$ cat config.mk
export PLATFORM = sky130hd
export DESIGN_NAME = led_pattern_fader
export DESIGN_NICKNAME = d
export VERILOG_FILES = /design/src/rtl/led_pattern_fader.sv
export SDC_FILE = /design/constraint.sdc
export NUM_CORES = 1
export LEC_CHECK = 0
export CORE_MARGIN = 3
export CORE_UTILIZATION = 55
export CTS_CLUSTER_DIAMETER = 50
export DETAILED_ROUTE_END_ITERATION = 10
export HOLD_SLACK_MARGIN = 0.05
export PLACE_DENSITY = 0.73
export SKIP_CTS_REPAIR_TIMING = 1
export SYNTH_ARGS = -nofsm -noshare
export SYNTH_HDL_FRONTEND = slang
export SYNTH_SLANG_ARGS = --single-unit
$ cat constraint.sdc
create_clock -name clk -period 3.8 [get_ports clk]
set_clock_uncertainty 0.15 [all_clocks]
set_input_delay 0.38 -clock clk [delete_from_list [all_inputs] [get_ports clk]]
set_output_delay 0.38 -clock clk [all_outputs]
set_load 0.02 [all_outputs]
$ cat src/rtl/led_pattern_fader.sv
// rtl/led_pattern_fader.sv - per-channel LED brightness fader with shared PWM drive
// Each pattern bit sets a full-on/off target; levels step toward it on a prescaled tick.
module led_pattern_fader #(
  parameter int WIDTH     = 8,
  parameter int PWM_BITS  = 8,
  parameter int STEP_DIV  = 3000,
  parameter int FADE_STEP = 16
) (
  input  logic             clk,
  input  logic             rst,
  input  logic [WIDTH-1:0] pattern_in,
  input  logic             en,
  output logic [WIDTH-1:0] led_out,
  output logic             busy,
  output logic             pwm_sync
);

  localparam int SW = (STEP_DIV > 1) ? $clog2(STEP_DIV) : 1;
  localparam logic [SW-1:0]       STEP_LAST = SW'(STEP_DIV - 1);
  localparam logic [PWM_BITS-1:0] LVL_MAX   = {PWM_BITS{1'b1}};
  localparam logic [PWM_BITS:0]   MAX_X     = {1'b0, LVL_MAX};
  localparam logic [PWM_BITS:0]   STEP_X    = (PWM_BITS+1)'(FADE_STEP);

  typedef enum logic [1:0] {
    OFF  = 2'd0,
    RISE = 2'd1,
    ON   = 2'd2,
    FALL = 2'd3
  } state_t;

  logic [PWM_BITS-1:0] pwm_cnt;
  logic [SW-1:0]       step_cnt;
  logic                step_tick;
  logic [WIDTH-1:0]    pat_q;

  state_t              state      [WIDTH];
  state_t              state_next [WIDTH];
  logic [PWM_BITS-1:0] level      [WIDTH];
  logic [PWM_BITS-1:0] level_next [WIDTH];
  logic [PWM_BITS:0]   up_sum     [WIDTH];
  logic                busy_next;

  assign step_tick = en && (step_cnt == STEP_LAST);

  // Level moves first (using the state held before this cycle), then the FSM
  // looks at the moved level so a tick that lands on the target settles at once.
  always_comb begin
    busy_next = 1'b0;
    for (int i = 0; i < WIDTH; i++) begin
      level_next[i] = level[i];
      state_next[i] = state[i];
      up_sum[i]     = {1'b0, level[i]} + STEP_X;
      if (step_tick && state[i] == RISE) begin
        level_next[i] = (up_sum[i] > MAX_X) ? LVL_MAX : up_sum[i][PWM_BITS-1:0];
      end else if (step_tick && state[i] == FALL) begin
        level_next[i] = ({1'b0, level[i]} < STEP_X) ? '0
                        : level[i] - STEP_X[PWM_BITS-1:0];
      end
      case (state[i])
        OFF:  if (pat_q[i]) state_next[i] = RISE;
        RISE: begin
          if (!pat_q[i])                    state_next[i] = FALL;
          else if (level_next[i] == LVL_MAX) state_next[i] = ON;
        end
        ON:   if (!pat_q[i]) state_next[i] = FALL;
        FALL: begin
          if (pat_q[i])                 state_next[i] = RISE;
          else if (level_next[i] == '0) state_next[i] = OFF;
        end
        default: state_next[i] = OFF;
      endcase
      if (state_next[i] == RISE || state_next[i] == FALL) busy_next = 1'b1;
    end
  end

  always_ff @(posedge clk) begin
    if (rst) begin
      pwm_cnt  <= '0;
      step_cnt <= '0;
      pat_q    <= '0;
      led_out  <= '0;
      busy     <= 1'b0;
      pwm_sync <= 1'b0;
      for (int i = 0; i < WIDTH; i++) begin
        level[i] <= '0;
        state[i] <= OFF;
      end
    end else begin
      pwm_cnt  <= pwm_cnt + 1'b1;
      step_cnt <= (!en || step_tick) ? '0 : step_cnt + 1'b1;
      pat_q    <= pattern_in;
      busy     <= busy_next;
      pwm_sync <= (pwm_cnt == LVL_MAX);
      for (int i = 0; i < WIDTH; i++) begin
        led_out[i] <= (level[i] == LVL_MAX) ? 1'b1 : (level[i] > pwm_cnt);
        level[i]   <= level_next[i];
        state[i]   <= state_next[i];
      end
    end
  end

endmodule

==> qor.csv <==
metric;value;unit
post-route ant nets;0;
Worst-path clk slew;0.06;ns
antenna violations before repair;0;
ys async rst share;0;
Worst-Skew Late Latency;0.42;ns
initial core utilization;0.575;
Finish-stage setup viols;0;
Mapped Area;8540;sq um
max-slew violations;0;
sequential share of the synthesized area;0.277;
Setup crit end kind;flop;
Min Clock Period, post-route;3.44;ns
LEAKAGE;3.66;nW
Bufs on Longest Clock Path;2;
RSZ-0062 raised after global routing;false;
filler cell count;1344;
die area;17100;sq um
ys flop type;dfxtp_1;
max_slew headroom;0.413;
Seq cells post-synth;118;
Port Buffers;20;
Max IR drop VDD;0.000308;V
first-pass GRT wire length;34.3;mm
total power;3.38;mW
Global Route Usage Sum;0.248;
row count;44;
number of synthesis warnings;0;
max layer used;met4;
Syn-to-layout area delta;10.7;%
Max Freq;291;MHz
Worst Path Arrival;3.57;ns
DIE WIDTH;131;microns
fin util;0.636;
Pwr Density;357;nW/um^2
CTS Sinks;118;
vias per cell;6.31;
CP Max Fanout;7;
metal3 WL;1.24;mm
DR pass1 iterations;5;
TritonCTS clock tree;built;
WL/cell;16.5;microns
DR DRC count;0;
Synth cell types;82;
commonest non-fill, non-tap cell in the layout;dfxtp_1;
I/O Pins;21;
most frequent cells in the layout;dfxtp_1 (118), nor2_1 (99), ha_1 (90);
final period utilization;0.904;
CTS Root Cell;clkbuf_16;
share of cells above drive strength 1;0.0633;
Post-synth EDFFs;0;
wirelength, routed;20.5;mm
Avg Cell Area, Syn;8.14;sq um
Design Area, Final;9460;sq um
Gate Count Post-Synth;1049;
Mapped Nets;1150;
max-cap violation count;0;
hold crit path type;flop to flop;
TritonCTS Buffers;17;
Worst Path Required;3.94;ns
outcome;finished, final reports clean;
Die Span Y;131;microns
number of global-route vias before repair;7123;
Fin. Hold Viols;0;
met1 WL;9.87;mm
largest net degree at the start of global routing;55;
startpoint types;flop;
GRT overflow;0;
measured slew at the worst slew-check pin;0.869;ns
dpl cell area;8840;sq um
Net count, final;1147;
met2 wire length;8.99;mm
TNS Setup;0;ns
Inserted Diodes;0;
drt first-iter violations;650;
vias;7838;
GP Congestion;0.968;
Core Region;14900;sq um
WS Path Type;flop to flop;
Max H-tree Level;4;
DPL Wire Length;14.1;mm
## registers in the layout, indices dropped and copies added (netlist names)
name      cells
busy          1
led_out       8
level        64
pat_q         8
pwm_cnt       8
pwm_sync      1
state        16
step_cnt     12
## final timing paths
kind / start / to / slack (ns) / cells past startpoint
max: level[0][5] / busy / 0.36 / 10
min: step_cnt[0] / step_cnt[0] / 0.32 / 1
max reg2reg: level[0][5] / busy / 0.36 / 10
min reg2reg: step_cnt[0] / step_cnt[0] / 0.32 / 1
## cells in the mapped netlist, types with 5 or more instances
| master | number | share of area |
|---|---|---|
| ha_1 | 90 | 0.13 |
| and2_1 | 8 | 0.0059 |
| o21ai_0 | 49 | 0.029 |
| and3_1 | 17 | 0.012 |
| nor3b_1 | 11 | 0.0097 |
| o31ai_1 | 8 | 0.0070 |
| a21oi_1 | 70 | 0.041 |
| nand2_1 | 44 | 0.019 |
| xor2_1 | 7 | 0.0072 |
| a31oi_1 | 12 | 0.0088 |
| o22ai_1 | 5 | 0.0037 |
| mux2i_1 | 13 | 0.015 |
| nand4b_1 | 5 | 0.0051 |
| a41oi_1 | 8 | 0.0082 |
| xnor2_1 | 13 | 0.013 |
| and4_1 | 14 | 0.014 |
| a211oi_1 | 16 | 0.014 |
| clkbuf_1 | 42 | 0.018 |
| nor2_1 | 99 | 0.043 |
| o21a_1 | 36 | 0.032 |
| dfxtp_1 | 118 | 0.28 |
| nor3_1 | 30 | 0.018 |
| a211o_1 | 6 | 0.0062 |
| inv_1 | 46 | 0.020 |
| or2_2 | 5 | 0.0037 |
| nor4_1 | 13 | 0.0095 |
| nor2b_1 | 39 | 0.029 |
| a21o_1 | 9 | 0.0079 |
| or3_1 | 13 | 0.0095 |
| nor4bb_1 | 5 | 0.0059 |
| nand4_1 | 26 | 0.019 |
| nand3_1 | 48 | 0.028 |
| nand2b_1 | 19 | 0.014 |
| nor4b_1 | 6 | 0.0062 |
| or4_1 | 5 | 0.0044 |
## area by class of cell
type / count / area (sq um) / area share
Inverter: 46 / 173 / 0.0183
Timing Repair Buffer: 31 / 303 / 0.0320
Multi-Input combinational cell: 832 / 5770 / 0.610
Clock inverter: 11 / 146 / 0.0155
Tap cell: 184 / 230 / 0.0243
Clock buffer: 21 / 470 / 0.0498
Sequential cell: 118 / 2360 / 0.250
## through the flow
stage | setup slack [ns] | cells | hold slack (ns)
after floorplan | 0.666 | 1049 | 0.276
after global placement | 0.310 | 1211 | 0.292
after detailed placement | 0.284 | 1211 | 0.303
after CTS | 0.403 | 1243 | 0.315
after global routing | 0.163 | 1243 | 0.332
final | 0.365 | 1243 | 0.316
## worst max-delay path, cell delays in order, from the launching register on
cell and delay, ns:
dfxtp_1 0.38, inv_1 0.11, ha_1 0.29, nor4bb_1 0.80
a211oi_1 0.16, a2111o_1 0.46, a21oi_1 0.20, a31o_2 0.19
o22ai_1 0.10, a2111oi_2 0.31, a41oi_1 0.15
## per-layer routing
metal  vias up  GRT usage
met5         -          0
met4         0     0.0877
met3        33     0.0467
met2       243      0.376
met1      3658      0.353
li1       3904          -
## power by group
part,total [mW],internal (mW),switching (mW)
sequential,1.35,1.28,0.0762
clock,1.68,1.08,0.597
combinational,0.341,0.161,0.180
## cells by family (layout without fill, tap and decap cells)
group,after synthesis,count (layout),synth area share
AND/OR/NAND/NOR,433,433,0.290
XOR/XNOR,20,20,0.0205
AO/OA/AOI/OAI,272,272,0.213
adder cells (fa/ha/maj),92,92,0.134
flip-flops,118,118,0.277
multiplexers,15,15,0.0179
buffers and inverters,99,109,0.0480
Power figures use the tool's default switching activity.
